File: src/rtl/acc_timer_array.sv
// Array of independent down-counting timers. Each channel is a small IDLE/RUN FSM with
// one-shot or auto-reload behaviour, abort, and a sticky overrun flag.
module acc_timer_array #(
  parameter int NUM_CH  = 4,
  parameter int CNT_W   = 32,
  parameter int DEF_LEN = 50000000
) (
  input  logic                    clk,
  input  logic                    reset_n,
  input  logic [NUM_CH-1:0]       i_start,
  input  logic [NUM_CH-1:0]       i_abort,
  input  logic [NUM_CH-1:0]       i_periodic,
  input  logic [NUM_CH*CNT_W-1:0] i_len,
  input  logic [NUM_CH-1:0]       i_clr_ovr,
  output logic [NUM_CH-1:0]       o_busy,
  output logic [NUM_CH-1:0]       o_finish,
  output logic [NUM_CH-1:0]       o_ovr
);

  typedef enum logic {
    ST_IDLE = 1'b0,
    ST_RUN  = 1'b1
  } state_t;

  localparam logic [CNT_W-1:0] DEF_LEN_W = CNT_W'(DEF_LEN);
  localparam logic [CNT_W-1:0] ONE_W     = CNT_W'(1);
  localparam logic [CNT_W-1:0] ZERO_W    = {CNT_W{1'b0}};
  localparam logic [CNT_W-1:0] ONES_W    = {CNT_W{1'b1}};

  // Zero length behaves as a single cycle; all-ones selects the legacy default tick.
  function automatic logic [CNT_W-1:0] f_neff(input logic [CNT_W-1:0] len);
    logic [CNT_W-1:0] neff;
    if (len == ZERO_W) begin
      neff = ONE_W;
    end else if (len == ONES_W) begin
      neff = DEF_LEN_W;
    end else begin
      neff = len;
    end
    return neff;
  endfunction

  for (genvar c = 0; c < NUM_CH; c++) begin : g_ch
    state_t           r_state;
    state_t           w_state_nxt;
    logic [CNT_W-1:0] r_cnt;
    logic [CNT_W-1:0] w_cnt_nxt;
    logic [CNT_W-1:0] w_neff;
    logic             r_busy;
    logic             r_finish;
    logic             w_finish_nxt;
    logic             r_ovr;
    logic             w_ovr_nxt;
    logic             w_ovr_set;

    assign w_neff = f_neff(i_len[c*CNT_W +: CNT_W]);

    // Next-state and counter logic; abort takes priority over expiry.
    always_comb begin
      w_state_nxt  = r_state;
      w_cnt_nxt    = r_cnt;
      w_finish_nxt = 1'b0;
      case (r_state)
        ST_IDLE: begin
          if (i_start[c] && !i_abort[c]) begin
            w_state_nxt = ST_RUN;
            w_cnt_nxt   = w_neff;
          end else begin
            w_state_nxt = ST_IDLE;
          end
        end
        ST_RUN: begin
          if (i_abort[c]) begin
            w_state_nxt = ST_IDLE;
            w_cnt_nxt   = ZERO_W;
          end else if (r_cnt == ONE_W) begin
            w_finish_nxt = 1'b1;
            if (i_periodic[c]) begin
              w_state_nxt = ST_RUN;
              w_cnt_nxt   = w_neff;
            end else begin
              w_state_nxt = ST_IDLE;
              w_cnt_nxt   = ZERO_W;
            end
          end else begin
            w_cnt_nxt = r_cnt - ONE_W;
          end
        end
        default: begin
          w_state_nxt = ST_IDLE;
          w_cnt_nxt   = ZERO_W;
        end
      endcase
    end

    // Any start seen while running is an overrun, including on the expiry edge.
    always_comb begin
      w_ovr_set = (r_state == ST_RUN) && i_start[c];
      if (w_ovr_set) begin
        w_ovr_nxt = 1'b1;
      end else if (i_clr_ovr[c]) begin
        w_ovr_nxt = 1'b0;
      end else begin
        w_ovr_nxt = r_ovr;
      end
    end

    // Channel state and output flops.
    always_ff @(posedge clk or negedge reset_n) begin
      if (!reset_n) begin
        r_state  <= ST_IDLE;
        r_cnt    <= ZERO_W;
        r_busy   <= 1'b0;
        r_finish <= 1'b0;
        r_ovr    <= 1'b0;
      end else begin
        r_state  <= w_state_nxt;
        r_cnt    <= w_cnt_nxt;
        r_busy   <= (w_state_nxt == ST_RUN);
        r_finish <= w_finish_nxt;
        r_ovr    <= w_ovr_nxt;
      end
    end

    assign o_busy[c]   = r_busy;
    assign o_finish[c] = r_finish;
    assign o_ovr[c]    = r_ovr;
  end

endmodule
File: config.mk
export PLATFORM = sky130hd
export DESIGN_NAME = acc_timer_array
export DESIGN_NICKNAME = d
export VERILOG_FILES = /design/src/rtl/acc_timer_array.sv
export SDC_FILE = /design/constraint.sdc
export NUM_CORES = 1
export LEC_CHECK = 0
export CORE_AREA = 4 4 150 152
export CTS_BUF_LIST = sky130_fd_sc_hd__clkbuf_16
export CTS_CLUSTER_SIZE = 28
export DETAILED_ROUTE_END_ITERATION = 7
export DIE_AREA = 0 0 154 156
export GPL_TIMING_DRIVEN = 1
export PLACE_DENSITY = 0.78
export SLEW_MARGIN = 20
export SYNTH_ARGS = -nofsm -noshare
export SYNTH_HDL_FRONTEND = slang
export SYNTH_SLANG_ARGS = --single-unit
File: constraint.sdc
create_clock -name clk -period 2.91 [get_ports clk]
set_clock_uncertainty 0.2 [all_clocks]
set_input_delay 0.7275 -clock clk [delete_from_list [all_inputs] [get_ports clk]]
set_output_delay 0.7275 -clock clk [all_outputs]
set_load 0.01 [all_outputs]
## Word-level counts from Yosys, hierarchy flattened

Cells that the tools add are included.

- Equal/unequal tests: 12
- Bitwise operators: 4
- Mux-type cells: 68
- Add/sub/neg operators: 4
- Reductions and logical operators: 20

Operator list:

| kind | count |
|---|---|
| $mux W32 | 24 |
| $pmux W32 S2 | 4 |
| $eq A32 B1 Y1 const B | 4 |
| $eq A32 B32 Y1 const B | 4 |
| $logic_not A32 Y1 | 4 |
| $sub A32 B1 Y32 const B | 4 |
| $mux W1 | 36 |
| $logic_and A1 B1 Y1 | 8 |
| $ne A2 B2 Y1 const B | 4 |
| $pmux W1 S2 | 4 |
| $reduce_bool A2 Y1 | 4 |
| $logic_not A1 Y1 | 4 |
| $not A1 Y1 | 4 |

- Word-level logic and storage cells: 124
- Register bits: 140
- Output and inout bits: 12
- Input bits: 146

## Depth between registers and ports, before layout

Gate-level depths: netlist of the first run.

- Depth in word-level cells: 7
- Depth in mapped cells: 11
- Gate-level depth less buffers: 8

## Worst setup path after synthesis of the first run

OpenSTA, ideal clock, no wires.

- Path type: register to register
- Start point: register g_ch[3].r_cnt[18]
- End point: register g_ch[3].r_cnt[16]
- Period minus slack after synthesis: 3.139 ns
- Arrival time: 2.813 ns
- Path buffers: 3
- Slack: -0.229 ns
- Stages on the path, launching flop included: 9
- Setup time: 0.126 ns
- Data required time: 2.584 ns
- Cell sequence: dfrtp_1 or4_1 or4_1 buf_2 o41ai_4 and4b_1 buf_2 buf_6 a221o_1

- Word-level cells in the longest chain between the ends: 4

Ends and longest elaborated chain:

| what | line | RTL |
|---|---|---|
| start, declared | 46 | `logic [CNT_W-1:0] r_cnt;` |
| start signal, assigned | 118 | `r_cnt <= w_cnt_nxt;` |
| $eq A32 B1 Y1 | 76 | `end else if (r_cnt == ONE_W) begin` |
| $mux W32 | 76 |  |
| $mux W32 | 73 | `if (i_abort[c]) begin` |
| $pmux W32 S2 | 63 | `case (r_state)` |

Every way passes these cells.
A chain may end at the register's enable or synchronous reset.

## Final worst setup path of the first run

- Start point: register g_ch[3].r_cnt[18]
- End point: register g_ch[3].r_cnt[24]

- Word-level cells in the longest chain between the ends: 4
- Elaborated cells on any way between the ends: 5
- Classes of those cells: add/sub (1); eq/ne (1); mux (3)

Ends and longest elaborated chain:

| what | line |
|---|---|
| $sub A32 B1 Y32 or $eq A32 B1 Y1 (tied branches) | 86, 76 |
| $mux W32 (*) | 76 |
| $mux W32 (*) | 73 |
| $pmux W32 S2 (*) | 63 |

Mark *: on every way between the ends. The rest lies on a longest branch, timed or not.

==> results.sh, run 1 <==
export IMPL_status="complete, but fails checks"
export IMPL_violations="setup timing"
export IMPL_syn_area_per_cell_um2=8.36
export IMPL_io_buffers=157
export IMPL_fin_tns_setup_ns=-0.887
export IMPL_p_seq_share_pct=31.7
export IMPL_critPathKind="reg -> reg"
export IMPL_finalHoldViolCount=0
export IMPL_post_drt_wl_per_cell_um=20.6
export IMPL_placementRows=53
export IMPL_cp_start_kind="register"
export IMPL_ys_seq_area_share_pct=37.1
export IMPL_rsz0062_at_grt="true"
export IMPL_crit_chain="or4_4 -> or4_4 -> buf_6 -> o31ai_4 -> buf_4 -> buf_6 -> nor3b_1 -> o21ai_0 -> o311ai_1"
export IMPL_antenna_found_initial=0
export IMPL_cts_sinks=140
export IMPL_ctsRootBufferMaster="clkbuf_16"
export IMPL_ir_worst_vdd_mv=0.414
export IMPL_fmax_mhz=331
export IMPL_start_util_pct=44.9
export IMPL_grt_usage_pct=28.1
export IMPL_gp_congestion=0.974
export IMPL_drt_iter0_markers=1600
export IMPL_synthDistinctLibCells=66
export IMPL_synth_simple_gate_area_share_pct=29.0
export IMPL_synthAdderAreaFrac_pct=1.06
export IMPL_drive_gt1_share_pct=25.2
export IMPL_vias_per_cell=6.50
export IMPL_path_buf_inv=3
export IMPL_die_y_um=156
export IMPL_setup_viol=27
export IMPL_fin_area_um2=14500
export IMPL_finalWirelength_um=37100
export IMPL_grt_overflow=0
export IMPL_cp_data_required_time_ns=3.00
export IMPL_numCtsBuffers=17
export IMPL_slowest_delay_ns=0.55
export IMPL_drv_slew=0
export IMPL_synth_top_family_by_area="simple AND/OR/NAND/NOR gates"
export IMPL_drtAntennaViolNets=0
export IMPL_period_share_pct=104
export IMPL_synth_compound_area_share_pct=25.5
export IMPL_finalCriticalPeriod_ns=3.03
export IMPL_yosysWarningCount=0
export IMPL_final_cells=1802
export IMPL_worstSetupEndpointType="register"
export IMPL_p_leak_nw=6.03
export IMPL_switching_share_pct=41.0
export IMPL_synth_mux_area_share_pct=0.848
export IMPL_die_x_um=154
export IMPL_synth_edf_count=0
export IMPL_cts_max_level=4
export IMPL_worstMarginPinSlew_ns=0.766
export IMPL_cap_viol_max_count=0
export IMPL_cts_buffer_depth=2
export IMPL_path_clk_slew_ns=0.07
export IMPL_drt_pass1_iterations=7
export IMPL_switchingPower_mw=4.64
export IMPL_num_io_pins=158
export IMPL_dpl_cell_area_um2=13000
export IMPL_nNetsFinal=1668
export IMPL_clk_latency_ns=0.43
export IMPL_dieArea_um2=24000
export IMPL_synthXorXnorAreaFrac_pct=1.58
export IMPL_core_area_um2=21000
export IMPL_worstPathMaxFanout=9
export IMPL_netlist_area_um2=9440
export IMPL_antenna_cells=0
export IMPL_route_detailed_drc=0
export IMPL_comb_power_share_pct=48.0
export IMPL_synth_net_count=1284
export IMPL_dp_cells=1730
export IMPL_area_growth_pct=53.1
export IMPL_p_total_mw=11.3
export IMPL_ys_async_sr_fraction_pct=100
export IMPL_power_density_nw_per_um2=781
export IMPL_grt_max_degree=62
export IMPL_cpMaxStageDelayCell="or4_4"
export IMPL_cts_tree="built"
export IMPL_netlist_instances=1130
export IMPL_hp_class="in -> async"
export IMPL_dpl_hpwl_um=25000
export IMPL_grt_pass1_wl_um=55800
export IMPL_synth_ff_type="dfrtp_1"
export IMPL_p_int_mw=6.66
export IMPL_synth_seq_cells=140
export IMPL_maxSlewHeadroom_pct=48.4
export IMPL_clkPwrFrac_pct=20.3
export IMPL_layout_setup_ws_ns=-0.115
export IMPL_path_delay_family="simple AND/OR/NAND/NOR gates"
export IMPL_vias=11700
export IMPL_cp_arrival_ns=3.12
export IMPL_grt_pass1_vias=11100
-- stage by stage --
stage / hold slack, ns / setup WS, ns / utilization (%)
after global placement: 0.272 / -0.263 / 61.6
after CTS: 0.0892 / -0.00595 / 65.3
after global routing: 0.110 / -0.181 / 68.8
after floorplan: 0.232 / -0.130 / -
after detailed placement: 0.278 / -0.335 / 61.6
final: 0.0681 / -0.115 / 68.8
-- worst paths after layout --
check / endpoint / slack (ns) / start / cells past startpoint
worst min register to register: g_ch[0].r_cnt[19] / 0.30 / g_ch[0].r_cnt[19] / 1
min in group clk: g_ch[0].r_cnt[19] / 0.30 / g_ch[0].r_cnt[19] / 1
max in group asynchronous: g_ch[1].r_cnt[14] / 1.73 / reset_n / 2
worst max-delay path: g_ch[3].r_cnt[24] / -0.12 / g_ch[3].r_cnt[18] / 9
worst max register to register: g_ch[3].r_cnt[24] / -0.12 / g_ch[3].r_cnt[18] / 9
worst min-delay path: g_ch[3].r_cnt[21] / 0.07 / reset_n / 1
-- routing by layer --
metal / global-route usage, % / part of all wire, % / vias to the layer above
met4: 9.92 / 3.6 / 0
met3: 4.66 / 9.8 / 145
li1: - / - / 5210
met1: 37.0 / 39 / 5563
met5: 0 / 0 / -
met2: 47.2 / 48 / 796
-- synth_stat cells, types with 9 or more instances --
cell,instances,area [um^2]
o21a_1,10,75.1
o21ai_0,100,500
o22ai_1,10,62.6
o2bb2ai_1,16,140
nor2_1,74,278
and4_1,9,78.8
nand3_1,27,135
dfrtp_1,140,3500
a22o_1,10,87.6
buf_4,12,90.1
nor3b_1,9,67.6
o211ai_1,10,75.1
a21oi_1,46,230
clkbuf_1,49,184
or4_1,17,128
xnor2_1,12,105
nand2_1,92,345
nor4_1,84,526
nor3_1,64,320
o311ai_0,10,87.6
a31oi_1,25,156
inv_1,33,124
and3_1,9,56.3
a221o_1,29,290
or3_1,24,150
buf_2,10,50.1
nand4_1,52,325
a21o_1,16,120
-- area by class of cell --
cell class	count	area [um^2]
clock buffers	17	425
multi-input cells	883	5870
flip-flops and latches	140	3500
clock inverters	15	176
fillers	1575	6560
inverters	34	128
well taps	275	344
repair buffers	438	4010
-- kinds of logic after synthesis --
| kind of cell | after synthesis |
|---|---|
| flops | 140 |
| buf+inv | 107 |
| simple gates | 504 |
| fa+ha+maj | 8 |
| xor+xnor | 17 |
| mux | 8 |
| compound gates | 346 |
-- cell usage in the layout (no fill, tap or decap), types with 7 or more instances in the layout --
cell | netlist | layout
nor4_1 | 84 | 78
nor2_1 | 74 | 71
a21oi_1 | 46 | 43
a22o_1 | 10 | 10
a221o_1 | 29 | 29
o31ai_1 | 8 | 7
nor3_1 | 64 | 60
o22ai_1 | 10 | 10
clkbuf_16 | 0 | 23
dfrtp_1 | 140 | 139
nand4_1 | 52 | 52
nor4b_1 | 8 | 8
or4_4 | 0 | 7
buf_4 | 12 | 236
xnor2_1 | 12 | 12
nand3_1 | 27 | 22
or4_1 | 17 | 10
a21o_1 | 16 | 16
or3_1 | 24 | 23
o2bb2ai_1 | 16 | 16
and3_1 | 9 | 8
inv_1 | 33 | 35
nor3b_1 | 9 | 9
buf_6 | 1 | 26
ha_1 | 8 | 7
o21a_1 | 10 | 10
mux2i_1 | 8 | 8
o21ai_0 | 100 | 70
a31oi_1 | 25 | 25
clkdlybuf4s50_1 | 0 | 156
nand2_1 | 92 | 85
and4_1 | 9 | 9
o21ai_1 | 0 | 24
buf_12 | 0 | 9
o211ai_1 | 10 | 10
-- worst register-to-register path, delay by kind of cell (launching register included) --
family	cells	cell delay (ns)
compound gates	3	0.65
simple gates	3	1.16
buf+inv	3	0.47
flops	1	0.40
-- power by group through the flow --
stage	Sequential, mW	Combinational [mW]	Clock, mW
after floorplan	3.30	2.77	0
after global placement	3.46	4.54	0
after detailed placement	3.49	4.69	0
after CTS	3.50	4.81	2.30
after global routing	3.69	5.81	2.38
final	3.58	5.42	2.29
-- state kept, by name (all words and copies together) (netlist names) --
name	flops
g_ch.r_busy	4
g_ch.r_finish	4
g_ch.r_cnt	128
g_ch.r_ovr	4
-- what timing repair did --
item | in CTS | in global routing
buffers inserted | 7 | 22
hold buffers | 0 | 0
gates resized for setup | 20 | 117
gates cloned | 3 | 8
pin swaps | 6 | 44
setup endpoints to repair | 91 | 89
Note: power is estimated with default switching activity, not from simulation.
==> run 2, diff against run 1 <==
Settings changed: SKIP_CTS_REPAIR_TIMING from default to 1.
Clock period 2.91 ns to 2.5 ns, I/O delays scaled along.
==> run 2 against run 1 <==
Against the previous run:
- the run still ends with setup timing left
- largest power group unchanged
- critical path depth is 1 lower
- global-route usage is 1.2 points higher
- sequential power is 10% higher
- hold slack better by 0.22 ns
- utilization grew 8.3 points
- sequential share of layout area shrank 2.6 points
==> results.sh, run 2 (synthesized netlist as in run 1, its figures left out) <==
export IMPL_status="complete, but fails checks"
export IMPL_violations="setup timing"
export IMPL_path_delay_family="simple AND/OR/NAND/NOR gates"
export IMPL_largest_reg_flops=128
export IMPL_cap_viol_max_count=0
export IMPL_core_area_um2=21000
export IMPL_grt_pass1_vias=12100
export IMPL_gp_congestion=0.961
export IMPL_vias_per_cell=6.57
export IMPL_seq_area_um2=3500
export IMPL_nFillCells=1282
export IMPL_path_clk_slew_ns=0.07
export IMPL_numCtsBuffers=17
export IMPL_rsz0062_at_grt="true"
export IMPL_grt_max_degree=54
export IMPL_worst_hold_path_num_cells=1
export IMPL_cp_start_kind="register"
export IMPL_r2r_cells=8
export IMPL_dpl_hpwl_um=26800
export IMPL_hp_start="g_ch[0].r_cnt[17]"
export IMPL_final_common_cell="buf_4"
export IMPL_grt_overflow=0
export IMPL_nNetsFinal=1800
export IMPL_dieArea_um2=24000
export IMPL_setup_viol=104
export IMPL_whs_ns=0.289
export IMPL_start_util_pct=44.9
export IMPL_ir_worst_vdd_mv=0.497
export IMPL_worstPathMaxFanout=5
export IMPL_route_detailed_drc=0
export IMPL_power_density_nw_per_um2=921
export IMPL_drtAntennaViolNets=0
export IMPL_r2r_start="g_ch[0].r_cnt[26]"
export IMPL_fin_util_pct=77.1
export IMPL_area_growth_pct=71.7
export IMPL_slowest_delay_ns=0.56
export IMPL_placementRows=53
export IMPL_finalCriticalPeriod_ns=2.94
export IMPL_die_x_um=154
export IMPL_reg2reg_slack_ns=-0.44
export IMPL_antenna_cells=0
export IMPL_p_leak_nw=6.85
export IMPL_cts_sinks=140
export IMPL_cts_tree="built"
export IMPL_grt_pass1_wl_um=58500
export IMPL_critPathKind="reg -> reg"
export IMPL_grt_usage_pct=29.4
export IMPL_r2r_end="g_ch[0].r_cnt[27]"
export IMPL_drt_iter0_markers=1582
export IMPL_min_to="g_ch[0].r_cnt[17]"
export IMPL_layout_common_cells="buf_4 (342), clkdlybuf4s50_1 (154), dfrtp_1 (139)"
export IMPL_finalHoldViolCount=0
export IMPL_ctsRootBufferMaster="clkbuf_16"
export IMPL_worstSetupEndpointType="register"
export IMPL_drive_gt1_share_pct=38.6
export IMPL_clk_latency_ns=0.44
export IMPL_vias=12700
export IMPL_num_io_pins=158
export IMPL_cp_data_required_time_ns=2.62
export IMPL_crit_top_cell="or4_4"
export IMPL_layout_setup_ws_ns=-0.439
export IMPL_io_buffers=157
export IMPL_hp_class="reg -> reg"
export IMPL_fin_tns_setup_ns=-32.40
export IMPL_cp_depth=8
export IMPL_finalWirelength_um=42100
export IMPL_post_drt_wl_per_cell_um=21.8
export IMPL_maxSlewHeadroom_pct=57.4
export IMPL_antenna_found_initial=0
export IMPL_drv_slew=0
export IMPL_cts_buffer_depth=2
export IMPL_worstMarginPinSlew_ns=0.638
export IMPL_cts_max_level=4
export IMPL_die_y_um=156
export IMPL_period_share_pct=118
export IMPL_post_place_ws_ns=-1.13
export IMPL_crit_chain="or4_4 -> or4_4 -> nor4_4 -> buf_4 -> buf_6 -> a211oi_2 -> o21a_1 -> a211o_1"
export IMPL_cp_arrival_ns=3.06
export IMPL_cpMaxStageDelayCell="or4_4"
export IMPL_multi_input_area_um2=6570
export IMPL_path_buf_inv=2
export IMPL_largest_register="g_ch.r_cnt"
export IMPL_fmax_mhz=340
export IMPL_drt_pass1_iterations=6
run 2: per-layer routing:
metal  vias to the layer above  GRT usage [%]  share of wire, %
met2                       891           50.4                49
met1                      6078           35.9                36
met5                         -              0                 0
li1                       5493              -                 -
met4                         0           13.1               5.5
met3                       249           5.94               9.2
run 2: where the power goes:
part	total, mW	switching [mW]	internal (mW)
combinational	8.31	4.25	4.05
clock	2.68	1.11	1.57
sequential	3.95	0.801	3.14
total	14.9	6.17	8.77
run 2: worst max-delay path by stage:
stage                            startpoint           endpoint  slack [ns]
final                     g_ch[0].r_cnt[26]  g_ch[0].r_cnt[27]       -0.44
after global routing      g_ch[0].r_cnt[26]  g_ch[0].r_cnt[27]       -0.51
after CTS                          i_len[0]  g_ch[0].r_cnt[11]       -0.68
after detailed placement           i_len[0]  g_ch[0].r_cnt[11]       -1.13
after global placement             i_len[0]  g_ch[0].r_cnt[11]       -1.03
after floorplan           g_ch[3].r_cnt[18]  g_ch[3].r_cnt[16]       -0.54
run 2: layout make-up:
cell class	count	share of cell area [%]
well taps	275	2.12
clock buffers	17	2.62
multi-input cells	885	40.5
flip-flops and latches	140	21.6
repair buffers	568	31.2
clock inverters	15	1.07
inverters	34	0.787
run 2: through the flow:
stage / power [mW] / area [um^2] / std cells
final: 14.9 / 16200 / 1934
after global routing: 15.7 / 16200 / 1934
after CTS: 13.2 / 14600 / 1885
after detailed placement: 10.4 / 14000 / 1853
after global placement: 10.2 / 14000 / 1853
after floorplan: 7.31 / 9780 / 1130
==> run 3, diff against run 2 <==
Settings changed: HOLD_SLACK_MARGIN from default to 0.1.
==> results of run 3 <==
Same layout as run 2: the final DEF is identical, and so are final timing and power.
